`src/rtl/voice_pool_mixer.sv`:
```
// N-voice note allocator with oldest-voice stealing and a saturating,
// attenuated sample mixer feeding one codec sample per mix.
module voice_pool_mixer #(
  parameter int NUM_VOICES   = 4,
  parameter int SAMPLE_WIDTH = 16,
  parameter int NOTE_WIDTH   = 6,
  parameter int DUR_WIDTH    = 6,
  parameter int ATTEN_SHIFT  = 2,
  parameter int STEAL_EN     = 1,
  parameter int MIX_TIMEOUT  = 8,
  parameter int AGE_WIDTH    = 8
) (
  input  logic                                 clk,
  input  logic                                 reset,
  input  logic                                 load_new_note,
  input  logic [NOTE_WIDTH-1:0]                note_to_load,
  input  logic [DUR_WIDTH-1:0]                 duration_to_load,
  input  logic [NUM_VOICES-1:0]                voice_playing,
  input  logic [NUM_VOICES*SAMPLE_WIDTH-1:0]   voice_sample,
  input  logic [NUM_VOICES-1:0]                voice_sample_ready,
  output logic [NUM_VOICES-1:0]                voice_load,
  output logic [NOTE_WIDTH-1:0]                voice_note,
  output logic [DUR_WIDTH-1:0]                 voice_duration,
  output logic [SAMPLE_WIDTH-1:0]              sample_out,
  output logic                                 new_sample_ready,
  output logic [7:0]                           dropped_count
);
  localparam int IDX_W = $clog2(NUM_VOICES);
  localparam int SUM_W = SAMPLE_WIDTH + $clog2(NUM_VOICES);
  localparam int TMR_W = $clog2(MIX_TIMEOUT + 1);

  logic [NUM_VOICES-1:0]   reserved_q, reserved_d;
  logic [NUM_VOICES-1:0]   voice_load_q, voice_load_d;
  logic [NUM_VOICES-1:0]   flags_q, flags_d;
  logic [NOTE_WIDTH-1:0]   note_q, note_d;
  logic [DUR_WIDTH-1:0]    dur_q, dur_d;
  logic [7:0]              dropped_q, dropped_d;
  logic [SAMPLE_WIDTH-1:0] sample_out_q, sample_out_d;
  logic                    nsr_q, nsr_d;
  logic [TMR_W-1:0]        timer_q, timer_d;
  logic [AGE_WIDTH-1:0]    age_q [NUM_VOICES];
  logic [AGE_WIDTH-1:0]    age_d [NUM_VOICES];
  logic [SAMPLE_WIDTH-1:0] smp_q [NUM_VOICES];
  logic [SAMPLE_WIDTH-1:0] smp_d [NUM_VOICES];

  logic [NUM_VOICES-1:0] free_v, any_ready;
  logic                  free_found, req, do_load, fire;
  logic [IDX_W-1:0]      free_idx, old_idx, tgt_idx;
  logic [AGE_WIDTH-1:0]  old_age;
  logic [SAMPLE_WIDTH-1:0] cur_s;
  logic signed [SUM_W-1:0] ext_s, sum;
  logic [SAMPLE_WIDTH-1:0] sat;

  always_comb begin
    free_v     = ~voice_playing & ~reserved_q;
    free_found = 1'b0;
    free_idx   = '0;
    old_idx    = '0;
    old_age    = age_q[0];
    for (int unsigned i = 0; i < NUM_VOICES; i++) begin
      if (free_v[i] && !free_found) begin
        free_found = 1'b1;
        free_idx   = IDX_W'(i);
      end
      // strict compare keeps the lowest index on equal ages
      if (age_q[i] > old_age) begin
        old_age = age_q[i];
        old_idx = IDX_W'(i);
      end
    end
    req          = load_new_note && (duration_to_load != '0);
    do_load      = req && (free_found || (STEAL_EN != 0));
    tgt_idx      = free_found ? free_idx : old_idx;
    voice_load_d = do_load ? (NUM_VOICES'(1) << tgt_idx) : '0;
    note_d       = do_load ? note_to_load : note_q;
    dur_d        = do_load ? duration_to_load : dur_q;
    dropped_d    = (req && !do_load && dropped_q != 8'hFF) ? dropped_q + 8'd1 : dropped_q;
    reserved_d   = (reserved_q & ~voice_playing) | voice_load_d;
    for (int unsigned i = 0; i < NUM_VOICES; i++) begin
      if (voice_load_d[i])
        age_d[i] = '0;
      else if (voice_playing[i] && age_q[i] != '1)
        age_d[i] = age_q[i] + AGE_WIDTH'(1);
      else
        age_d[i] = age_q[i];
    end
  end

  always_comb begin
    any_ready = flags_q | voice_sample_ready;
    fire      = (&any_ready) || (timer_q == TMR_W'(MIX_TIMEOUT));
    sum       = '0;
    for (int unsigned i = 0; i < NUM_VOICES; i++) begin
      // a ready pulse in the fire cycle joins this mix directly
      if (voice_sample_ready[i])
        cur_s = voice_sample[i*SAMPLE_WIDTH +: SAMPLE_WIDTH];
      else if (flags_q[i])
        cur_s = smp_q[i];
      else
        cur_s = '0;
      smp_d[i] = voice_sample_ready[i] ? voice_sample[i*SAMPLE_WIDTH +: SAMPLE_WIDTH] : smp_q[i];
      ext_s    = {{(SUM_W-SAMPLE_WIDTH){cur_s[SAMPLE_WIDTH-1]}}, cur_s};
      sum      = sum + (ext_s >>> ATTEN_SHIFT);
    end
    if (!sum[SUM_W-1] && (|sum[SUM_W-2:SAMPLE_WIDTH-1]))
      sat = {1'b0, {(SAMPLE_WIDTH-1){1'b1}}};
    else if (sum[SUM_W-1] && !(&sum[SUM_W-2:SAMPLE_WIDTH-1]))
      sat = {1'b1, {(SAMPLE_WIDTH-1){1'b0}}};
    else
      sat = sum[SAMPLE_WIDTH-1:0];
    flags_d      = fire ? '0 : any_ready;
    timer_d      = (fire || !(|any_ready)) ? '0 : timer_q + TMR_W'(1);
    sample_out_d = fire ? sat : sample_out_q;
    nsr_d        = fire;
  end

  always_ff @(posedge clk) begin
    if (reset) begin
      reserved_q   <= '0;
      voice_load_q <= '0;
      flags_q      <= '0;
      note_q       <= '0;
      dur_q        <= '0;
      dropped_q    <= '0;
      sample_out_q <= '0;
      nsr_q        <= 1'b0;
      timer_q      <= '0;
      for (int unsigned i = 0; i < NUM_VOICES; i++) begin
        age_q[i] <= '0;
        smp_q[i] <= '0;
      end
    end else begin
      reserved_q   <= reserved_d;
      voice_load_q <= voice_load_d;
      flags_q      <= flags_d;
      note_q       <= note_d;
      dur_q        <= dur_d;
      dropped_q    <= dropped_d;
      sample_out_q <= sample_out_d;
      nsr_q        <= nsr_d;
      timer_q      <= timer_d;
      for (int unsigned i = 0; i < NUM_VOICES; i++) begin
        age_q[i] <= age_d[i];
        smp_q[i] <= smp_d[i];
      end
    end
  end

  assign voice_load       = voice_load_q;
  assign voice_note       = note_q;
  assign voice_duration   = dur_q;
  assign sample_out       = sample_out_q;
  assign new_sample_ready = nsr_q;
  assign dropped_count    = dropped_q;
endmodule

```
`config.mk`:
```
export PLATFORM = sky130hd
export DESIGN_NAME = voice_pool_mixer
export DESIGN_NICKNAME = d
export VERILOG_FILES = /design/src/rtl/voice_pool_mixer.sv
export SDC_FILE = /design/constraint.sdc
export NUM_CORES = 1
export LEC_CHECK = 0
export CORE_AREA = 2 2 139 107
export CTS_BUF_LIST = sky130_fd_sc_hd__clkbuf_8
export DETAILED_ROUTE_END_ITERATION = 7
export DIE_AREA = 0 0 141 109
export GPL_ROUTABILITY_DRIVEN = 0
export PLACE_DENSITY = 0.85
export SYNTH_ARGS = -nofsm -noshare
export SYNTH_HDL_FRONTEND = slang
export SYNTH_SLANG_ARGS = --single-unit
```
`constraint.sdc`:
```
create_clock -name clk -period 7.75 [get_ports clk]
set_input_delay 1.55 -clock clk [delete_from_list [all_inputs] [get_ports clk]]
set_output_delay 1.55 -clock clk [all_outputs]
set_load 0.01 [all_outputs]
```
=== After elaboration in Yosys (flattened, before gate mapping) ===
Memories as Yosys holds them, arrays and structs flattened.
Index checks and enable logic that the tools add are counted.

* Bits in writable memories: 96
* Bits of input ports: 87
* Register bits: 45
* Memories: 2
* Output and inout bits: 41
* Logic and storage cells: 113

{| class="wikitable"
|+ Memory list
! memory !! words !! bits a word !! rd ports !! clocked after memory_dff !! write ports !! line !! text
|-
| smp_q || 4 || 16 || 4 || 0 || 4 || 43 || <nowiki>logic [SAMPLE_WIDTH-1:0] smp_q [NUM_VOICES];</nowiki>
|-
| age_q || 4 || 8 || 4 || 0 || 4 || 41 || <nowiki>logic [AGE_WIDTH-1:0] age_q [NUM_VOICES];</nowiki>
|}

* Shifts and indexed selects: 1
* Add/sub/neg operators: 8
* Reduce and logical (&&, ||, !) cells: 25
* Equality and inequality tests: 5
* Bitwise gates (word level): 14
* Multiplexer cells: 47
* Magnitude comparators: 3

{| class="wikitable"
|+ Operators by type and width
! cell !! number
|-
| $mux 16 || 18
|-
| $mux 8 || 14
|-
| $add 8x1->8 const B || 4
|-
| $ne 8x8->1 const B || 4
|-
| $gt 8x8->1 || 3
|-
| $add 16x14->17 || 1
|-
| $add 15x14->16 || 1
|-
| $add 14x14->15 || 1
|-
| $logic_and 1x1->1 || 10
|-
| $mux 2 || 5
|-
| $mux 1 || 9
|-
| $and 4x4->4 || 2
|-
| $not 4->4 || 2
|-
| $or 1x1->1 || 8
|-
| $or 4x4->4 || 2
|-
| $logic_not 1->1 || 6
|-
| $reduce_bool 6->1 || 1
|-
| $reduce_or 2->1 || 3
|-
| $add 4x1->4 const B || 1
|-
| $eq 4x4->1 const B || 1
|-
| $mux 4 || 1
|-
| $reduce_and 4->1 || 1
|-
| $reduce_or 4->1 || 1
|-
| $shl 1x2->4 const A || 1
|-
| other kinds (2) || 3
|}

=== Longest topological paths before layout ===
Gate-level depths: netlist of run 1.

* Depth after elaboration: 17
* Depth in mapped cells: 25

=== Least setup slack after synthesis of run 1 ===
No wires, ideal clock.

* Kind: input to register
* From: in voice_sample_ready[3]
* To: reg sample_out_q[14] (netlist: sample_out[14])
* Stages: 17
* Setup slack: 1.856 ns
* Library setup time: 0.120 ns
* Arrival: 5.774 ns
* Buffers on the path: 3
* Cell sequence: buf_1 > buf_1 > a22oi_1 > fa_1 > inv_1 > fa_1 > ha_1 > inv_1 > fa_1 > nor2b_1 > o2111ai_1 > a21oi_1 > o221ai_1 > a22o_1 > buf_6 > and3_4 > a211o_1

* Longest elaborated chain between the ends: 7
* Elaborated cells between the ends (all ways): 13
* Classes of those cells: add/sub: 1; mux: 3; bitwise: 1; reduce/logical: 8

{| class="wikitable"
|+ Ends and longest elaborated chain
! element !! line !! text
|-
| start: declaration || 20 || <nowiki>input logic [NUM_VOICES-1:0] voice_sample_ready,</nowiki>
|-
| $mux 16 || 95 || <nowiki>if (voice_sample_ready[i])</nowiki>
|-
| $add 16x14->17 || 103 || <nowiki>sum = sum + (ext_s >>> ATTEN_SHIFT);</nowiki>
|-
| $reduce_and 2->1 || 107 || <nowiki>else if (sum[SUM_W-1] && !(&sum[SUM_W-2:SAMPLE_WIDTH-1]))</nowiki>
|-
| $logic_not 1->1 || 107 ||
|-
| $logic_and 1x1->1 || 107 ||
|-
| $mux 16 || 107 ||
|-
| $mux 16 || 105 || <nowiki>if (!sum[SUM_W-1] && (|sum[SUM_W-2:SAMPLE_WIDTH-1]))</nowiki>
|-
| end signal: assignment || 139 || <nowiki>sample_out_q <= sample_out_d;</nowiki>
|-
| end: declaration || 38 || <nowiki>logic [SAMPLE_WIDTH-1:0] sample_out_q, sample_out_d;</nowiki>
|}

Parallel ways exist; a longest one is shown, timed or not.
A chain may end at the register's enable or synchronous reset.

=== Worst setup path after layout of run 1 ===
* From: in voice_sample_ready[0]
* To: reg sample_out_q[8] (netlist: sample_out[8])

* Longest elaborated chain between the ends: 9
* Elaborated cells between the ends (all ways): 15
* Classes of those cells: add/sub: 3; mux: 3; bitwise: 1; reduce/logical: 8

{| class="wikitable"
|+ Ends and longest elaborated chain
! element !! line
|-
| $mux 16 || 95
|-
| $add 14x14->15 || 103
|-
| $add 15x14->16 || 103
|-
| $add 16x14->17 || 103
|-
| $reduce_and 2->1 || 107
|-
| $logic_not 1->1 || 107
|-
| $logic_and 1x1->1 || 107
|-
| $mux 16 || 107
|-
| $mux 16 || 105
|}

Parallel ways exist; a longest one is shown, timed or not.

==> metrics.md, run 1 <==
| Metric | Value |
|---|---|
| Top_reg_cell synth | `dfxtp_1` |
| FF/Latch Area | `roughly 2700 um2` |
| Die area | `15400 um2` |
| PD cells | `between 200 and 250 nW/um2` |
| Initial Util | `54.4%` |
| WHS | `0.455 ns` |
| Setup TNS | `0 ns` |
| Pin count of the biggest net entering global routing | `70` |
| Max Slew Vio Count | `0` |
| Worst rel slew slack | `33.3%` |
| Max IR drop VDD | `around 0.12 mV` |
| Die Wd | `roughly 140 um` |
| DP HPWL | `13600 um` |
| Vias | `roughly 6500` |
| DRC viols | `0` |
| Initial DRC Count | `472` |
| GRT Total Usage | `24.7%` |
| Clock latency on the worst-skew pair | `about 0.45 ns` |
| R2R setup slack | `~1.9 ns` |
| Clock Sinks | `133` |
| Ys async rst share | `0%` |
| Final wirelength | `18500 um` |
| Worst Hold Class | `register to register` |
| Post-synth EDFFs | `0` |
| Sequential area share after synthesis | `between 30% and 40%` |
| CP Class | `input pin to register` |
| Setup violators final | `0` |
| Final core utilization | `66.0%` |
| Yosys warns | `0` |
| Worst-path clk slew | `0.08 ns` |
| Post-Layout Cell Count | `1135` |
| Initial antenna violation count | `1` |
| Fill cell count | `1123` |
| Worst path required time | `8.14 ns` |
| Final Hold Vio Count | `0` |
| RSZ-0062 raised after global routing | `false` |
| IO Count | `approximately 130` |
| Worst-Margin Slew | `approximately 1 ns` |
| GRT overflow | `0` |
| Highest clock rate | `~0.16 GHz` |
| First-pass GRT wire length | `~30000 um` |
| CTS tree | `built` |
| ANT nets after route | `0` |
| Drt via density | `around 5.7` |
| Critical path arrival | `6.59 ns` |
| Longest Clk Path Bufs | `2` |
| Antenna diodes | `0` |
| Crit. End Element | `register` |
| Synthesis-to-layout area growth | `21.3%` |
| IO buf count | `111` |
| Cells after Synth | `between 800 and 900` |
| Initial DRT Pass Iterations | `5` |
| Min Tclk post-route | `6.20 ns` |
| Maximum fanout along the worst path | `27` |
| Number of max-cap violations | `0` |
| CTS hold repair buffers | `0` |
| Netlist cell types | `67` |
| Post-Syn Area | `7680 um2` |
| Routed WL per cell | `16.3 um` |
| Avg Cell Area, Syn | `9.18 um2` |
| Share of cells above drive strength 1 | `6.91%` |
| Placed cells | `1103` |
| Total power | `about 0.0021 W` |
| Total CTS buffers | `17` |
| Htree depth | `4` |
| Number of synthesized register bits | `133` |
| Startpoint Class | `input pin` |
| Post-CTS Setup Inserts | `0` |
| Layout net count | `1104` |
| CTS root buffer | `clkbuf_8` |
| Area occupied by multi-input gates | `approximately 4700 um2` |
| Period utilization | `80.0%` |
| Die Y | `109 um` |
| Clock skew | `0.0135 ns` |
| Post-CTS Resized | `0` |
| Row cnt | `38` |
| Leakage | `3.98 nW` |
| Vias in the first global route | `6064` |
| Status | `finished, final reports clean` |
| Core area | `14100 um2` |
[layout by cell type (no fill, tap or decap), drive strengths merged, types with 3 or more instances in the layout]
master,count
a31oi,3
buf,12
and2,5
a22oi,41
or4,3
clkinvlp,4
nor3,21
a211oi,3
nand2b,3
ha,46
clkbuf,18
o21ai,27
a22o,18
and3,6
a21oi,29
nand4,14
a211o,3
nor2b,11
clkdlybuf4s50,110
xor2,16
nor2,121
nand2,48
a21o,8
clkinv,5
nand3,13
fa,29
mux2i,74
xnor2,25
a221o,9
dfxtp,133
inv,54
conb,8
[power by group]
part	switching [W]	leakage, nW	internal [W]
clock network	0.000299	0.192	0.000297
registers	0.0000299	1.09	0.000735
logic	0.000388	2.69	0.000323
total	0.000717	3.98	0.00135
[routing by layer]
| layer | vias to the layer above | GRT usage [%] | routed length (um) | part of all wire (%) |
|---|---|---|---|---|
| met5 | - | 0 | 0 | 0 |
| met4 | 0 | 7.21 | 271 | 1.5 |
| met3 | 20 | 4.87 | 1030 | 5.6 |
| met2 | 199 | 39.5 | 8290 | 45 |
| met1 | 3140 | 34.2 | 8940 | 48 |
| li1 | 3145 | - | - | - |
[cell usage after synthesis (2+ instances only)]
library cell / count / share of area, %
a211o_1: 3 / 0.34
a211oi_1: 2 / 0.20
a21o_1: 8 / 0.78
a21oi_1: 28 / 1.8
a221o_2: 8 / 1.2
a22o_1: 18 / 2.1
a22oi_1: 41 / 4.0
a31oi_1: 3 / 0.24
a32oi_1: 2 / 0.23
and2_1: 3 / 0.24
and2_2: 2 / 0.20
and3_1: 4 / 0.33
buf_1: 8 / 0.39
buf_2: 3 / 0.20
buf_4: 8 / 0.78
clkbuf_1: 23 / 1.1
dfxtp_1: 133 / 35
fa_1: 29 / 7.6
ha_1: 46 / 7.5
inv_1: 51 / 2.5
mux2i_1: 74 / 9.6
nand2_1: 48 / 2.3
nand2b_1: 3 / 0.24
nand3_1: 13 / 0.85
nand4_1: 14 / 1.1
nor2_1: 121 / 5.9
nor2b_1: 11 / 0.90
nor3_1: 20 / 1.3
nor4b_1: 2 / 0.23
o21a_1: 2 / 0.20
o21ai_0: 26 / 1.7
o22ai_1: 2 / 0.16
o32a_1: 2 / 0.26
o32ai_1: 2 / 0.23
or4_1: 3 / 0.29
xnor2_1: 25 / 2.9
xor2_1: 16 / 1.8
[logic make-up (layout without fill, tap and decap cells)]
group | Yosys count | in the layout | share of synthesized area [%]
simple gates | 256 | 256 | 15.3
compound gates | 161 | 161 | 15.2
flops | 133 | 133 | 34.7
buf+inv | 94 | 205 | 5.13
fa+ha+maj | 76 | 76 | 15.2
mux | 75 | 75 | 9.79
xor+xnor | 41 | 41 | 4.67
other cells | 1 | 8 | 0.0488
[worst max-delay path, cell delays in order]
cell,delay [ns]
clkdlybuf4s50_1,0.56
buf_4,0.38
nor2b_1,0.11
buf_4,0.21
a22o_1,0.22
fa_1,0.69
fa_1,0.49
ha_1,0.40
a21oi_2,0.21
nand2_1,0.09
or3_2,0.45
o221ai_1,0.23
nand2_1,0.18
nor3_2,0.61
a221o_2,0.21
[stage by stage]
| step | worst slack (ns) | area, um2 |
|---|---|---|
| finish | 1.55 | 9320 |
| global route | 1.36 | 9320 |
| CTS | 1.63 | 9320 |
| detailed placement | 1.20 | 8920 |
| global placement | 1.26 | 8920 |
| floorplan | 1.86 | 7710 |
[area by class of cell]
class / count / area share, %
Clock inverter: 14 / 1.64
Multi-Input combinational cell: 617 / 49.9
Inverter: 51 / 2.05
Clock buffer: 18 / 2.66
Timing Repair Buffer: 122 / 12.8
Sequential cell: 133 / 28.6
Tap cell: 180 / 2.42
[path summary, 6_finish.rpt]
path                                       startpoint           endpoint  depth (start not counted)
worst max-delay path            voice_sample_ready[0]      sample_out[8]                         15
worst min-delay path                voice_duration[1]  voice_duration[1]                          2
worst max register to register            age_q[0][7]        age_q[0][0]                         21
worst min register to register      voice_duration[1]  voice_duration[1]                          2
[flip-flops by register name, indices dropped and copies added, names as in the netlist]
name              cells
sample_out           16
flags_q               4
voice_note            6
smp_q                56
voice_load            4
age_q                32
new_sample_ready      1
timer_q               4
voice_duration        6
reserved_q            4
Power figures use the tool's default switching activity.
==> inputs of run 2 (changes only) <==
==> constraint.sdc (replaced) <==
create_clock -name clk -period 6.3 [get_ports clk]
set_input_delay 1.26 -clock clk [delete_from_list [all_inputs] [get_ports clk]]
set_output_delay 1.26 -clock clk [all_outputs]
set_load 0.01 [all_outputs]
==> run 2 against run 1 <==
Effect of this change: core utilization increased by 0.097 points; cell area increased by 0.15%; count of clock-buffer cells in the layout increased by 1; combinational power increased by 22%; global-route usage increased by 0.49 points; hold slack about the same; final cell count about the same; setup slack got worse by 0.90 ns; non-clock buffer count increased by 1; clock skew increased by 0.0021 ns.
==> metrics.md, run 2 (synthesis results as in run 1) <==
| Metric | Value |
|---|---|
| Placed cells | `approximately 1100` |
| Min Tclk post-route | `5.65 ns` |
| Final worst slack | `~0.65 ns` |
| Die area | `between 15000 and 20000 um2` |
| ANT nets after route | `0` |
| CTS hold repair buffers | `0` |
| Setup violators final | `0` |
| Initial DRT Pass Iterations | `6` |
| Post-Layout Cell Count | `~1100` |
| Design Area, Final | `9330 um2` |
| Highest clock rate | `about 0.18 GHz` |
| Critical-path cell list | `clkdlybuf4s50_1 -> nor2b_1 -> buf_4 -> a22oi_1 -> fa_1 -> inv_1 -> fa_1 -> inv_1 -> fa_1 -> nor2b_1 -> o2111ai_1 -> a21oi_1 -> o32a_1 -> nand2_1 -> nor3_2 -> a221o_2` |
| CTS tree | `built` |
| Final Hold Vio Count | `0` |
| Most frequent cells in the layout | `133 x dfxtp_1, 121 x nor2_1, 110 x clkdlybuf4s50_1` |
| Initial DRC Count | `approximately 410` |
| Crit. End Element | `register` |
| Max stage delay on crit path | `0.60 ns` |
| Worst rel slew slack | `36.2%` |
| Initial Util | `between 50 and 60%` |
| CP Class | `input pin to register` |
| DP HPWL | `13700 um` |
| Pin count of the biggest net entering global routing | `84` |
| Clock skew | `0.0156 ns` |
| First-pass GRT wire length | `30800 um` |
| Row cnt | `38` |
| Synthesis-to-layout area growth | `21.5%` |
| Status | `finished, final reports clean` |
| Post-CTS Resized | `0` |
| Share of cells above drive strength 1 | `between 6 and 7%` |
| GRT Total Usage | `25.2%` |
| Initial antenna violation count | `1` |
| Worst-path clk slew | `0.08 ns` |
| Die Y | `109 um` |
| Worst Hold Class | `register to register` |
| Worst-Margin Slew | `0.957 ns` |
| Cell Area, Placed | `just under 9000 um2` |
| DRC viols | `0` |
| IO Count | `128` |
| RSZ-0062 raised after global routing | `false` |
| Number of max-cap violations | `0` |
| Reg2reg path depth | `21` |
| Startpoint Class | `input pin` |
| Worst path required time | `6.69 ns` |
| GRT overflow | `0` |
| Drt via density | `5.78` |
| Total CTS buffers | `17` |
| Layout net count | `1105` |
| Htree depth | `4` |
| IO buf count | `111` |
| Fill cell count | `1097` |
| Post-CTS Setup Inserts | `0` |
| Vias | `6571` |
| CTS root buffer | `clkbuf_8` |
| Critical-path top delay cell | `nor3_2` |
| Clock latency on the worst-skew pair | `0.45 ns` |
| Clock Sinks | `133` |
| Biggest register | `smp_q` |
| Final wirelength | `18500 um` |
| Max reg flops | `56` |
| Longest Clk Path Bufs | `2` |
| Max IR drop VDD | `0.132 mV` |
| Period utilization | `89.6%` |
| Commonest non-fill, non-tap cell in the layout | `dfxtp_1` |
| Dpl ws | `0.293 ns` |
| Crit-path most repeated cell | `fa_1` |
| Die Wd | `141 um` |
| Routed WL per cell | `about 16 um` |
| Critical path arrival | `6.04 ns` |
| Core area | `14100 um2` |
| PD cells | `271 nW/um2` |
| Maximum fanout along the worst path | `13` |
| Hold Crit Depth | `2` |
| Max Slew Vio Count | `0` |
| Leakage | `3.98 nW` |
| Vias in the first global route | `6446` |
| Setup TNS | `0 ns` |
## run 2: cell count changes in the layout (fill, tap and decap cells not counted), sizes merged
cell,delta
inv,-2
diode,+1
clkinv,-1
clkbuf,+1
clkinvlp,+1
buf,+1
## run 2: worst max-delay path: cells and delay by family
family                   cells  cell delay [ns]
AO/OA/AOI/OAI                5             1.18
adder cells (fa/ha/maj)      3             1.51
buffers and inverters        4             0.92
AND/OR/NAND/NOR              4             1.17
## run 2: final cells by class
class                      count  area, um2  share of cell area [%]
antenna                        1       2.50                  0.0268
clock buffer                  19        262                    2.80
clock inverter                12        130                    1.39
inverter                      51        191                    2.05
multi-input combinational    617       4650                    49.8
sequential                   133       2660                    28.5
tap                          180        225                    2.41
timing repair buffer         123       1210                    13.0
## run 2: path summary, 6_finish.rpt
path	from	endpoint	slack, ns
worst max register to register	age_q[0][1]	age_q[0][0]	0.68
worst min register to register	voice_duration[1]	voice_duration[1]	0.46
worst max-delay path	voice_sample_ready[0]	sample_out[7]	0.65
worst min-delay path	voice_duration[1]	voice_duration[1]	0.46
## run 2: metrics by stage
stage               util (%)  hold WS (ns)  power (W)
CTS                     66.1         0.459    0.00252
detailed placement      63.3         0.448    0.00181
floorplan                  -         0.430    0.00156
global placement        63.3         0.444    0.00179
finish                  66.1         0.456    0.00253
global route            66.1         0.480    0.00267
## run 2: per-layer routing
| layer | up-vias | part of all wire, % | GRT usage (%) | wire length [um] |
|---|---|---|---|---|
| li1 | 3149 | - | - | - |
| met1 | 3144 | 47 | 34.3 | 8650 |
| met2 | 241 | 44 | 39.8 | 8180 |
| met3 | 37 | 6.4 | 4.96 | 1190 |
| met4 | 0 | 2.5 | 10.1 | 462 |
| met5 | - | 0 | 0 | 0 |
## run 2: report_power, final
part           switching, W  internal [W]  total [W]
sequential        0.0000380      0.000905   0.000943
clock              0.000347      0.000369   0.000716
combinational      0.000471      0.000397   0.000869
==> inputs of run 3 (changes only) <==
--- a/config.mk
+++ b/config.mk
@@ -5,6 +5,7 @@
 export SDC_FILE = /design/constraint.sdc
 export NUM_CORES = 1
 export LEC_CHECK = 0
+export CAP_MARGIN = 20
 export CORE_AREA = 2 2 139 107
 export CTS_BUF_LIST = sky130_fd_sc_hd__clkbuf_8
 export DETAILED_ROUTE_END_ITERATION = 7
==> results of run 3 <==
The final DEF is identical to that of run 2; final timing and power are the same.
